`src/rtl/ecc_pkg.sv`:
```
// ecc_pkg: shared Hamming SEC layout constants and position mapping for encoder and decoder
package ecc_pkg;
  localparam int ECC_DATA_W = 32;
  localparam int ECC_CODE_W = 6;
  localparam int ECC_POS_MAX = 38;
  typedef enum logic {INJ_IDLE, INJ_ARMED} inj_state_e;
  typedef logic [ECC_DATA_W-1:0] pmask_t [ECC_CODE_W];
  // Data index stored at a codeword position, or -1 for check-bit/out-of-range positions.
  function automatic int pos_to_idx(input int pos);
    int lg;
    lg = 0;
    if (pos < 3 || pos > ECC_POS_MAX || (pos & (pos - 1)) == 0) return -1;
    while ((2 << lg) <= pos) lg++;
    return pos - lg - 2;
  endfunction
  function automatic int idx_to_pos(input int idx);
    for (int p = 3; p <= ECC_POS_MAX; p++)
      if (pos_to_idx(p) == idx) return p;
    return 0;
  endfunction
  function automatic logic [ECC_DATA_W-1:0] parity_mask(input int k);
    logic [ECC_DATA_W-1:0] m;
    m = '0;
    for (int i = 0; i < ECC_DATA_W; i++) m[i] = ((idx_to_pos(i) >> k) & 1) != 0;
    return m;
  endfunction
  localparam pmask_t PARITY_MASK = '{parity_mask(0), parity_mask(1), parity_mask(2),
                                     parity_mask(3), parity_mask(4), parity_mask(5)};
endpackage

```
`src/rtl/hamming_parity32.sv`:
```
// hamming_parity32: check-bit contribution of a W-bit data slice starting at data index BASE
module hamming_parity32 import ecc_pkg::*; #(
  parameter int W = 16,
  parameter int BASE = 0
) (
  input  logic [W-1:0]          data,
  output logic [ECC_CODE_W-1:0] code
);
  for (genvar k = 0; k < ECC_CODE_W; k++) begin : g_par
    assign code[k] = ^(data & PARITY_MASK[k][BASE +: W]);
  end
endmodule

```
`src/rtl/ecc_encoder.sv`:
```
// ecc_encoder: two-stage Hamming SEC encoder with valid/ready handshake and one-shot error injection
module ecc_encoder import ecc_pkg::*; #(
  parameter int DATA_W = ECC_DATA_W,
  parameter int CODE_W = ECC_CODE_W
) (
  input  logic              clk,
  input  logic              reset,
  input  logic [DATA_W-1:0] in_data,
  input  logic              in_vld,
  output logic              in_rdy,
  input  logic              inj_req,
  input  logic [5:0]        inj_pos,
  output logic [DATA_W-1:0] out_data,
  output logic [CODE_W-1:0] out_code,
  output logic              out_inj,
  output logic              out_vld,
  input  logic              out_rdy,
  output logic              inj_pend
);
  logic s1_vld_q, s1_vld_d, s1_inj_q, s1_inj_d;
  logic [DATA_W-1:0] s1_data_q, s1_data_d;
  logic [CODE_W-1:0] s1_lo_q, s1_lo_d, s1_hi_q, s1_hi_d, par_lo, par_hi;
  logic [5:0] s1_pos_q, s1_pos_d, inj_pos_q, inj_pos_d;
  logic out_vld_q, out_vld_d, out_inj_q, out_inj_d;
  logic [DATA_W-1:0] out_data_q, out_data_d, dflip;
  logic [CODE_W-1:0] out_code_q, out_code_d, cflip;
  inj_state_e inj_st_q, inj_st_d;
  logic s2_adv, s1_adv, acc, armed, ld2;
  hamming_parity32 #(.W(16), .BASE(0))  u_par_lo (.data(in_data[15:0]),  .code(par_lo));
  hamming_parity32 #(.W(16), .BASE(16)) u_par_hi (.data(in_data[31:16]), .code(par_hi));
  for (genvar k = 0; k < CODE_W; k++) begin : g_cflip
    assign cflip[k] = s1_inj_q && (s1_pos_q == 6'(1 << k));
  end
  for (genvar i = 0; i < DATA_W; i++) begin : g_dflip
    assign dflip[i] = s1_inj_q && (s1_pos_q == 6'(idx_to_pos(i)));
  end
  always_comb begin
    s2_adv = !out_vld_q || out_rdy;
    s1_adv = !s1_vld_q || s2_adv;
    acc = in_vld && s1_adv;
    armed = inj_st_q == INJ_ARMED;
    ld2 = s2_adv && s1_vld_q;
    s1_vld_d = s1_adv ? acc : s1_vld_q;
    s1_data_d = acc ? in_data : s1_data_q;
    s1_lo_d = acc ? par_lo : s1_lo_q;
    s1_hi_d = acc ? par_hi : s1_hi_q;
    s1_inj_d = acc ? armed : s1_inj_q;
    s1_pos_d = acc ? inj_pos_q : s1_pos_q;
    // A request seen while armed is dropped; the first latched position wins.
    inj_st_d = armed ? (acc ? INJ_IDLE : INJ_ARMED) : (inj_req ? INJ_ARMED : INJ_IDLE);
    inj_pos_d = (!armed && inj_req) ? inj_pos : inj_pos_q;
    out_vld_d = s2_adv ? s1_vld_q : out_vld_q;
    out_data_d = ld2 ? (s1_data_q ^ dflip) : out_data_q;
    out_code_d = ld2 ? (s1_lo_q ^ s1_hi_q ^ cflip) : out_code_q;
    out_inj_d = ld2 ? s1_inj_q : out_inj_q;
  end
  always_ff @(posedge clk) begin
    if (reset) begin
      s1_vld_q <= 1'b0;
      s1_inj_q <= 1'b0;
      s1_data_q <= '0;
      s1_lo_q <= '0;
      s1_hi_q <= '0;
      s1_pos_q <= '0;
      inj_st_q <= INJ_IDLE;
      inj_pos_q <= '0;
      out_vld_q <= 1'b0;
      out_data_q <= '0;
      out_code_q <= '0;
      out_inj_q <= 1'b0;
    end else begin
      s1_vld_q <= s1_vld_d;
      s1_inj_q <= s1_inj_d;
      s1_data_q <= s1_data_d;
      s1_lo_q <= s1_lo_d;
      s1_hi_q <= s1_hi_d;
      s1_pos_q <= s1_pos_d;
      inj_st_q <= inj_st_d;
      inj_pos_q <= inj_pos_d;
      out_vld_q <= out_vld_d;
      out_data_q <= out_data_d;
      out_code_q <= out_code_d;
      out_inj_q <= out_inj_d;
    end
  end
  assign in_rdy = s1_adv;
  assign out_vld = out_vld_q;
  assign out_data = out_data_q;
  assign out_code = out_code_q;
  assign out_inj = out_inj_q;
  assign inj_pend = inj_st_q == INJ_ARMED;
endmodule

```
`config.mk`:
```
export PLATFORM = sky130hd
export DESIGN_NAME = ecc_encoder
export DESIGN_NICKNAME = d
export VERILOG_FILES = /design/src/rtl/ecc_pkg.sv /design/src/rtl/hamming_parity32.sv /design/src/rtl/ecc_encoder.sv
export SDC_FILE = /design/constraint.sdc
export NUM_CORES = 1
export LEC_CHECK = 0
export CORE_ASPECT_RATIO = 2
export CORE_MARGIN = 3
export CORE_UTILIZATION = 35
export DETAILED_ROUTE_END_ITERATION = 7
export PLACE_DENSITY_LB_ADDON = 0.08
export SLEW_MARGIN = 30
export SYNTH_ARGS = -nofsm -noshare
export SYNTH_HDL_FRONTEND = slang
export SYNTH_SLANG_ARGS = --single-unit
```
`constraint.sdc`:
```
create_clock -name clk -period 2.1 [get_ports clk]
set_input_delay 0.63 -clock clk [delete_from_list [all_inputs] [get_ports clk]]
set_output_delay 0.63 -clock clk [all_outputs]
set_load 0.05 [all_outputs]
```
==> metrics, run 1 <==
RD Place Congestion=roughly 0.85; WHS=around 0.46 ns; Psw=~1.4 mW; share of cells above drive strength 1=roughly 18%; vias in the first global route=4020; # fillers=around 1.3k; highest metal used=met4; sequential fraction of design power=42.9%; Initial Utilization=a little over a third; Crit Path Category=in2reg; period utilisation layout=between 90% and 100%; multiplexer area fraction after synthesis=~1.3%; Synth Flop Type=dfxtp_1; clock buffer depth=2; Final Skew=between 0.01 and 0.015 ns; DIE AREA=~15000 um^2; synthesis-to-layout area growth=31.4%; DRT met1 WL=approximately 4.8 mm; CP Data Required Time=2.37 ns; Worst Hold End=out_code[3]$_SDFFE_PP0P_; Placement Rows=59; adder-cell share of the synthesized area=0%; Setup crit start kind=primary input; antenna violations before repair=0; Slew @ Worst Pin=just over 0.5 ns; core region area=around 13000 um^2; clock power share=34.6%; largest net degree at the start of global routing=63; crit path time final=about 2 ns; Hold Path Class=reg2reg; Seq/Total Area, Yosys=a little over two fifths; min setup slack post-route=roughly 0.092 ns; Peak VDD IR=between 400 and 500 uV; pre-CTS setup slack=-0.270 ns; clock tree sinks=between 90 and 100; grt ovf=0; Clock Latency Late Sink=0.34 ns; Syn Nets=573; EDFF count, synth=0; die height=approximately 170 um; FF/Latch Area=just under 2000 um^2; final setup vio count=0; design area=about 6000 um^2; flops & latches, synth=slightly below 100; Synth Area in XOR/XNOR=between 10% and 20%; Register-to-Register Setup Slack=between 0.3 and 0.4 ns; Synth area leaders=dfxtp_1 (42%), nand2_1 (8.4%), xnor2_1 (6.8%), a211oi_1 (6.1%), xor2_1 (5.8%); Critical Path Sink Type=flip-flop; metal3 WL=between 300 and 400 um; DR pass1 iterations=4; Port Buffer Count=84; largest family of logic cells by synthesized area=simple AND/OR/NAND/NOR gates; P_leak=about 2.4 nW; DRT iter0 DRCs=133; outcome=complete, no violations; FMAX=roughly 500 MHz; Simple-Gate Fraction of Synth Area=20.5%; Vias=approximately 4k; Avg Inst Size Synth=approximately 9 um^2; number of vias per cell=roughly 5.0; CTS tree=done; power density over the cells=between 700 and 800 nW/um^2; Pins Over Slew Limit=0; Post-Route WL=12.7 mm; mapped cell area=about 4600 um^2; Max Cap Viol=0; logic gate share of total power=22.5%; Yosys warning count=0; complex-gate fraction of the synthesized area=13.1%; Gate Count Post-Synth=between 500 and 600; Critical Path AT=roughly 2.3 ns; Total GRT Usage=18.0%; CP max stage delay=0.48 ns; Yosys top cell by area=dfxtp_1; root buffer cell=clkbuf_16; final antenna diode count=0; H-tree depth=3; Multi-input gate area=about 2500 um^2; post-layout util=between 40% and 50%; post-synth top area share=between 40% and 50%; crit-path max FO=2; Slew headroom=between 60% and 70%; DIE WIDTH=approximately 90 um; Hold Path Cell Cnt=2; Crit-path slowest cell=clkdlybuf4s50_1; Detail Placement HPWL=~10 mm; CTS Hold Bufs=0; FF-to-FF Start=s1_pos_q[0]$_SDFFE_PP0N_; area post-placement=5800 um^2; Switching Share=around 29%; P_int=about 3.5 mW; Post-layout nets=671; metal2 WL=7.20 mm; setup_tns=0 ns; Final Hold Vio Count=0; commonest non-fill, non-tap cells in the layout=nand2_1 (104), dfxtp_1 (97), buf_4 (77); most common cell after layout, fill and taps aside=nand2_1; Reg clk slew, reported paths=roughly 0.07 ns; first-pass GRT wire length=around 21 mm; I/O Pins=85; R2R depth=4; RSZ-0062 raised after global routing=no; reg-to-reg critical path endpoint=out_data[11]$_SDFFE_PP0P_; routed wire length per instance=16.2 um; async set or reset register ratio after synthesis=0%; post-route ant nets=0; cells along the critical path=clkdlybuf4s50_1 -> xnor3_1 -> xnor3_2 -> xnor2_1 -> a211oi_2; Synth cell types=36; DRC viols=0; CTS buffer count=9; Hold Crit Start=out_code[3]$_SDFFE_PP0P_
timing repair:
| item | CTS | global route |
|---|---|---|
| setup endpoints to repair | 1 | 0 |
| buffers inserted | 1 | 0 |
| resized for setup | 1 | 0 |
kinds of logic (layout without fill, tap and decap cells):
logic type      after synthesis  after routing
buf+inv                      41            144
compound gates              100            100
simple gates                204            204
mux                           6              6
xor+xnor                     81             81
flops                        98             98
sequential cells by signal, summed over array words and instances, names as in the netlist:
signal / count
s1_data_q: 32
out_data: 32
s1_pos_q: 6
s1_lo_q: 5
out_code: 6
out_vld: 1
out_inj: 1
inj_pos_q: 6
s1_inj_q: 1
s1_hi_q: 6
inj_pend: 1
s1_vld_q: 1
metal layers:
layer | up-vias | global-route usage, %
met2 | 72 | 34.4
met1 | 1859 | 19.3
met5 | - | 0
met3 | 17 | 2.53
li1 | 1991 | -
met4 | 0 | 6.48
Yosys cell counts (2+ instances only):
master,instances
nand4b_1,3
mux2i_1,6
xnor2_1,36
buf_2,6
xnor3_1,9
and2_1,3
nor4b_2,3
and4bb_2,2
nand4_1,2
xor3_1,3
a211oi_1,38
nand3_1,8
inv_1,3
clkbuf_1,32
nor3_1,11
nand2_1,104
nor2_1,47
a21oi_1,52
dfxtp_1,98
and3b_1,2
nand3b_1,6
nand2b_1,4
xor2_1,31
o21ai_1,6
and3_1,4
critical path, delay by kind of cell:
| family | cells | cell delay [ns] |
|---|---|---|
| compound gates | 1 | 0.20 |
| xor+xnor | 3 | 0.97 |
| buf+inv | 1 | 0.48 |
power groups by stage:
| stage | Sequential [mW] | Clock [mW] | Combinational (mW) |
|---|---|---|---|
| 3_5_place_dp | 2.14 | 0 | 1.11 |
| 6_report | 2.09 | 1.69 | 1.10 |
| 5_1_grt | 2.11 | 1.80 | 1.20 |
| 3_3_place_gp | 2.13 | 0 | 1.10 |
| 4_1_cts | 2.09 | 1.73 | 1.11 |
| 2_1_floorplan | 2.29 | 0 | 0.543 |
final cells by class:
class | count | area share (%)
Clock inverter | 5 | 1.00
Inverter | 3 | 0.184
Sequential cell | 98 | 32.1
Clock buffer | 11 | 3.97
Timing Repair Buffer | 125 | 18.2
Tap cell | 152 | 3.11
Multi-Input combinational cell | 391 | 41.4
worst max path at each step:
stage	start	endpoint	cells past startpoint
finish	in_data[19]	s1_hi_q[4]$_SDFFE_PP0N_	5
global route	in_data[19]	s1_hi_q[4]$_SDFFE_PP0N_	5
CTS	in_data[19]	s1_hi_q[4]$_SDFFE_PP0N_	5
detailed placement	in_data[19]	s1_hi_q[4]$_SDFFE_PP0N_	5
global placement	in_data[19]	s1_hi_q[4]$_SDFFE_PP0N_	5
floorplan	out_rdy	s1_pos_q[4]$_SDFFE_PP0N_	5
per-stage QoR:
stage	power (mW)	cells
6_report	4.87	785
5_1_grt	5.10	785
4_1_cts	4.94	785
3_5_place_dp	3.25	768
3_3_place_gp	3.23	768
2_1_floorplan	2.84	530
No activity file was read; power rests on OpenSTA's default activity.
==> inputs of run 2 (changes only) <==
--- a/config.mk
+++ b/config.mk
@@ -10,6 +10,7 @@
 export CORE_UTILIZATION = 35
 export DETAILED_ROUTE_END_ITERATION = 7
 export PLACE_DENSITY_LB_ADDON = 0.08
+export SKIP_LAST_GASP = 1
 export SLEW_MARGIN = 30
 export SYNTH_ARGS = -nofsm -noshare
 export SYNTH_HDL_FRONTEND = slang
==> results of run 2 <==
Same layout as run 1: the final DEF is identical, and so are final timing and power.
